<file path="config.mk">
export PLATFORM = sky130hd
export DESIGN_NAME = rename_stage
export DESIGN_NICKNAME = d
export VERILOG_FILES = /design/src/rtl/rename_stage.sv
export SDC_FILE = /design/constraint.sdc
export NUM_CORES = 1
export LEC_CHECK = 0
export CAP_MARGIN = 25
export CORE_ASPECT_RATIO = 0.8
export CORE_MARGIN = 5
export CORE_UTILIZATION = 54
export CTS_CLUSTER_SIZE = 16
export DETAILED_ROUTE_END_ITERATION = 10
export PLACE_DENSITY_LB_ADDON = 0.08
export SLEW_MARGIN = 20
export SYNTH_ARGS = -nofsm -noshare
export SYNTH_HDL_FRONTEND = slang
export SYNTH_SLANG_ARGS = --single-unit
</file>
<file path="constraint.sdc">
create_clock -name clk -period 4.3 [get_ports clk]
set_clock_uncertainty 0.1 [all_clocks]
set_input_delay 0.645 -clock clk [delete_from_list [all_inputs] [get_ports clk]]
set_output_delay 0.645 -clock clk [all_outputs]
set_load 0.05 [all_outputs]
</file>
<file path="src/rtl/rename_stage.sv">
// rtl/rename_stage.sv - decode/rename stage: RAT lookup, free-list allocation, one-entry output register
// Maps architectural to physical registers speculatively; frees arrive from commit.
module rename_stage #(
  parameter int ARCH_REGS = 32,
  parameter int PHYS_REGS = 64,
  parameter int PREG_W    = 6
) (
  input  logic              clk,
  input  logic              rst,
  input  logic              in_valid,
  output logic              in_ready,
  input  logic [31:0]       in_instruction,
  output logic              out_valid,
  input  logic              out_ready,
  output logic [31:0]       out_instruction,
  output logic [PREG_W-1:0] out_prs1,
  output logic [PREG_W-1:0] out_prs2,
  output logic [PREG_W-1:0] out_prd,
  output logic [PREG_W-1:0] out_old_prd,
  output logic              out_has_dest,
  input  logic              free_valid,
  input  logic [PREG_W-1:0] free_preg
);

  localparam int FL_DEPTH = PHYS_REGS - ARCH_REGS;
  localparam int FL_W     = $clog2(FL_DEPTH);
  localparam int CNT_W    = $clog2(FL_DEPTH + 1);

  logic [PREG_W-1:0] r_rat [ARCH_REGS];
  logic [PREG_W-1:0] r_fl  [FL_DEPTH];
  logic [FL_W-1:0]   r_head;
  logic [FL_W-1:0]   r_tail;
  logic [CNT_W-1:0]  r_count;

  logic              r_out_valid;
  logic [31:0]       r_out_instruction;
  logic [PREG_W-1:0] r_out_prs1;
  logic [PREG_W-1:0] r_out_prs2;
  logic [PREG_W-1:0] r_out_prd;
  logic [PREG_W-1:0] r_out_old_prd;
  logic              r_out_has_dest;

  logic [4:0] w_rs1;
  logic [4:0] w_rs2;
  logic [4:0] w_rd;
  logic [6:0] w_opcode;
  logic       w_has_dest;
  logic       w_accept;
  logic       w_pop;

  assign w_rs1    = in_instruction[19:15];
  assign w_rs2    = in_instruction[24:20];
  assign w_rd     = in_instruction[11:7];
  assign w_opcode = in_instruction[6:0];

  always_comb begin
    w_has_dest = 1'b0;
    case (w_opcode)
      7'b0110111, 7'b0010111, 7'b1101111, 7'b1100111,
      7'b0000011, 7'b0010011, 7'b0110011: w_has_dest = (w_rd != 5'd0);
      default:                            w_has_dest = 1'b0;
    endcase
  end

  // Stalls even for no-dest instructions when empty, keeping in_ready independent of the word.
  assign in_ready = (!r_out_valid || out_ready) && (r_count != '0);
  assign w_accept = in_valid && in_ready;
  assign w_pop    = w_accept && w_has_dest;

  always_ff @(posedge clk) begin
    if (rst) begin
      for (int i = 0; i < ARCH_REGS; i++) r_rat[i] <= PREG_W'(i);
      for (int i = 0; i < FL_DEPTH; i++) r_fl[i] <= PREG_W'(ARCH_REGS + i);
      r_head  <= '0;
      r_tail  <= '0;
      r_count <= CNT_W'(FL_DEPTH);
    end else begin
      if (w_pop) begin
        r_rat[w_rd] <= r_fl[r_head];
        r_head      <= r_head + 1'b1;
      end
      if (free_valid) begin
        r_fl[r_tail] <= free_preg;
        r_tail       <= r_tail + 1'b1;
      end
      case ({w_pop, free_valid})
        2'b10:   r_count <= r_count - 1'b1;
        2'b01:   r_count <= r_count + 1'b1;
        default: r_count <= r_count;
      endcase
    end
  end

  always_ff @(posedge clk) begin
    if (rst) begin
      r_out_valid       <= 1'b0;
      r_out_instruction <= '0;
      r_out_prs1        <= '0;
      r_out_prs2        <= '0;
      r_out_prd         <= '0;
      r_out_old_prd     <= '0;
      r_out_has_dest    <= 1'b0;
    end else if (w_accept) begin
      r_out_valid       <= 1'b1;
      r_out_instruction <= in_instruction;
      r_out_prs1        <= r_rat[w_rs1];
      r_out_prs2        <= r_rat[w_rs2];
      r_out_prd         <= w_has_dest ? r_fl[r_head] : '0;
      r_out_old_prd     <= w_has_dest ? r_rat[w_rd] : '0;
      r_out_has_dest    <= w_has_dest;
    end else if (out_ready) begin
      r_out_valid <= 1'b0;
    end
  end

  // Commit must never overfill the list or hand back an architectural-reset register.
  always_ff @(posedge clk) begin
    if (!rst && free_valid) begin
      assert (r_count != CNT_W'(FL_DEPTH) && free_preg >= PREG_W'(ARCH_REGS));
    end
  end

  assign out_valid       = r_out_valid;
  assign out_instruction = r_out_instruction;
  assign out_prs1        = r_out_prs1;
  assign out_prs2        = r_out_prs2;
  assign out_prd         = r_out_prd;
  assign out_old_prd     = r_out_old_prd;
  assign out_has_dest    = r_out_has_dest;

endmodule

</file>
==> results_dict.tcl <==
set metrics [dict create \
    cp_slowest_cell "or3_1" \
    p_leak_nw 8.11 \
    cts_inserted_buffers 47 \
    ys_warn_count 0 \
    arrival_ps 3960 \
    end_kind "flop" \
    syn_area_per_cell_um2 13.0 \
    switchingPower_mw 2.68 \
    cts_resized 0 \
    drc_errors 0 \
    die_x_um 244 \
    cellPowerDensity_nw_per_um2 394 \
    whs_endpoint "r_tail[3]" \
    synth_top_area_cell "edfxtp_1" \
    hold_ws_ps 270 \
    dp_hpwl_um 50900 \
    path_class "in2reg" \
    cp_cell_sequence "clkdlybuf4s50_1 -> or3_1 -> o311a_1 -> and3_1 -> inv_4 -> ha_1 -> inv_1 -> ha_1 -> a21oi_1 -> a21boi_0 -> o21ai_0 -> nor4_1 -> nor4b_1" \
    setup_viol 0 \
    cts_setup_buffers 0 \
    drt_first_pass_iters 5 \
    syn-cell-area_um2 23700 \
    synth_cells 1825 \
    drt_iter0_drc 2751 \
    ctsHtreeMaxLevel 2 \
    ys_seq_area_share_pct 55.4 \
    drv_cap 0 \
    worst_slew_pin_slew_ps 1160 \
    p_seq_share_pct 48.2 \
    dieArea_um2 48100 \
    gr-total-overflow 0 \
    min_from "rst" \
    rr_worst_depth 12 \
    r2r-end "r_count[5]" \
    num_rows 68 \
    via_per_inst 6.78 \
    yosysTopAreaCellShare_pct 48.7 \
    ir_drop_mv 0.357 \
    final_common_cell "edfxtp_1" \
    synth-edff-count 384 \
    status "complete, no violations" \
    async_flop_share_pct 0 \
    fin_crit_ps 3570 \
    core-area_um2 43200 \
    crit_top_cell "ha_1" \
    cp_top_family "simple AND/OR/NAND/NOR gates" \
    nFillCells 3361 \
    slowest_delay_ps 530 \
    grt_pass1_vias 16200 \
    grt_max_degree 58 \
    required_ps 4690 \
    synth_area_leaders "edfxtp_1, mux4_2, dfxtp_1" \
    grt.total_usage_pct 30.4 \
    setup_ws_ps 731 \
    wl_um 73200 \
    crit_fanout 7 \
    clk_path_buf_depth 3 \
    cts_hold_buffers 0 \
    setup_tns_ps 0 \
    clkTransAtPathRegs_ps 60 \
    reg2reg_setup_slack_ps 760 \
    nets 1927 \
    area_delta_synth_final_pct 12.7 \
    fin_crit_sh_pct 83.0 \
    antenna_found_initial 1 \
    cp-start-kind "input port" \
    grt_setup_unrepaired "no" \
    gp_congestion 1.01 \
    fmax_mhz 280 \
    final_cell_mix "edfxtp_1, nand2_1, mux4_2" \
    comb_power_share_pct 11.6 \
    synth_seq_cells 463 \
    drive_gt1_share_pct 20.6 \
    clockRootBuffer "clkbuf_16" \
    synthDistinctLibCells 58 \
    vias 16700 \
    cts_tree "yes" \
    internal_power_mw 7.82 \
    pin_count 102 \
    slew_violations 0 \
    grt_pass1_wl_um 109000 \
    dpl_worst_slack_ps 147 \
    synth_ff_type "edfxtp_1" \
    port_buffers 101 \
    timing.rr.start "r_count[2]" \
    wl_per_cell_um 29.6 \
    floorplan.initialDensity_pct 54.7 \
    cts_sinks 463 \
    worstHoldPathCells 2 \
    p_sw_share_pct 25.5 \
    slew-limit-headroom_pct 22.6 \
    die_h_um 197 \
    finalHoldViolations 0 \
    ant_nets 0 \
    crit_buf_inv 3 \
    p_clk_share_pct 40.2 \
    hold_path.class "in2reg" \
    clk_latency_ps 590 \
]
power groups by stage:
stage               clock, mW  combinational [mW]  sequential (mW)
detailed placement          0                1.19             5.15
CTS                      4.26                1.20             5.06
finish                   4.22                1.21             5.06
global placement            0                1.19             5.15
floorplan                   0               0.649             5.24
global route             4.45                1.27             5.07
worst register-to-register path, stage by stage (launching register included):
cell,delay [ps]
dfxtp_1,350
or4_1,590
o311a_2,380
and3_1,210
inv_4,110
ha_1,180
inv_1,130
ha_1,350
a21oi_1,170
a21boi_0,140
o21ai_0,350
nor4_1,90
nor4b_1,300
cell usage after synthesis (11+ instances only):
master,instances
edfxtp_1,384
or2_2,36
nor2_1,171
clkbuf_1,100
mux4_2,179
dfxtp_1,79
a21oi_1,51
o22ai_1,67
nand2_1,262
buf_6,14
mux4_1,13
nor2_2,14
nand3b_1,11
or3_1,68
mux2i_1,18
nand2b_1,16
ha_1,11
buf_2,44
nand3_1,23
o21bai_1,25
nand4_1,17
nor3_1,58
and2_1,33
worst max-delay path by stage:
stage,startpoint,slack (ps),end,cells past startpoint
finish,in_instruction[9],730,r_count[5],13
global placement,in_instruction[9],150,r_count[5],13
CTS,in_instruction[9],720,r_count[5],13
floorplan,in_instruction[9],560,r_count[4],15
global route,in_instruction[9],450,r_count[5],13
detailed placement,in_instruction[9],150,r_count[5],13
cells by family (layout without fill, tap and decap cells):
kind of cell,after synthesis,count (layout),synth area share (%)
AOI/OAI and AO/OA,182,182,4.91
xor gates and xnor gates,8,8,0.296
adders and majority gates,12,12,0.666
buffers and inverters,181,261,3.68
DFF,463,463,55.4
muxes,213,213,19.4
other,1,7,0.0158
and+or+nand+nor,765,765,15.6
through the flow:
stage          power [mW]  area, um2  instances  utilization (%)
4_1_cts              10.5      26700       2470             61.7
3_5_place_dp         6.34      25100       2383             58.1
2_1_floorplan        5.89      23700       1830                -
5_1_grt              10.8      26700       2470             61.7
6_report             10.5      26700       2471             61.7
3_3_place_gp         6.33      25100       2383             58.1
area by class of cell:
class	count	area, um2	area share (%)
Tap cell	560	701	2.63
Timing Repair Buffer	164	1540	5.76
Clock inverter	27	303	1.14
Multi-Input combinational cell	1186	9710	36.4
Antenna cell	1	2.50	0.00939
Inverter	10	40.0	0.150
Clock buffer	60	1260	4.71
Sequential cell	463	13100	49.2
state kept, by name, summed over array words and instances, names as in the netlist, 6 cells and up, named ones only:
name / cells
out_prs1: 6
r_fl: 192
out_instruction: 32
r_count: 6
out_old_prd: 6
out_prd: 6
r_rat: 192
out_prs2: 6
metal layers:
metal | track usage, % | vias to the layer above | share of wire (%)
li1 | - | 7036 | -
met3 | 11.7 | 173 | 16
met4 | 8.34 | 2 | 3.1
met1 | 45.8 | 8255 | 40
met2 | 41.6 | 1277 | 41
met5 | 0 | - | 0.019
Power figures use the tool's default switching activity.
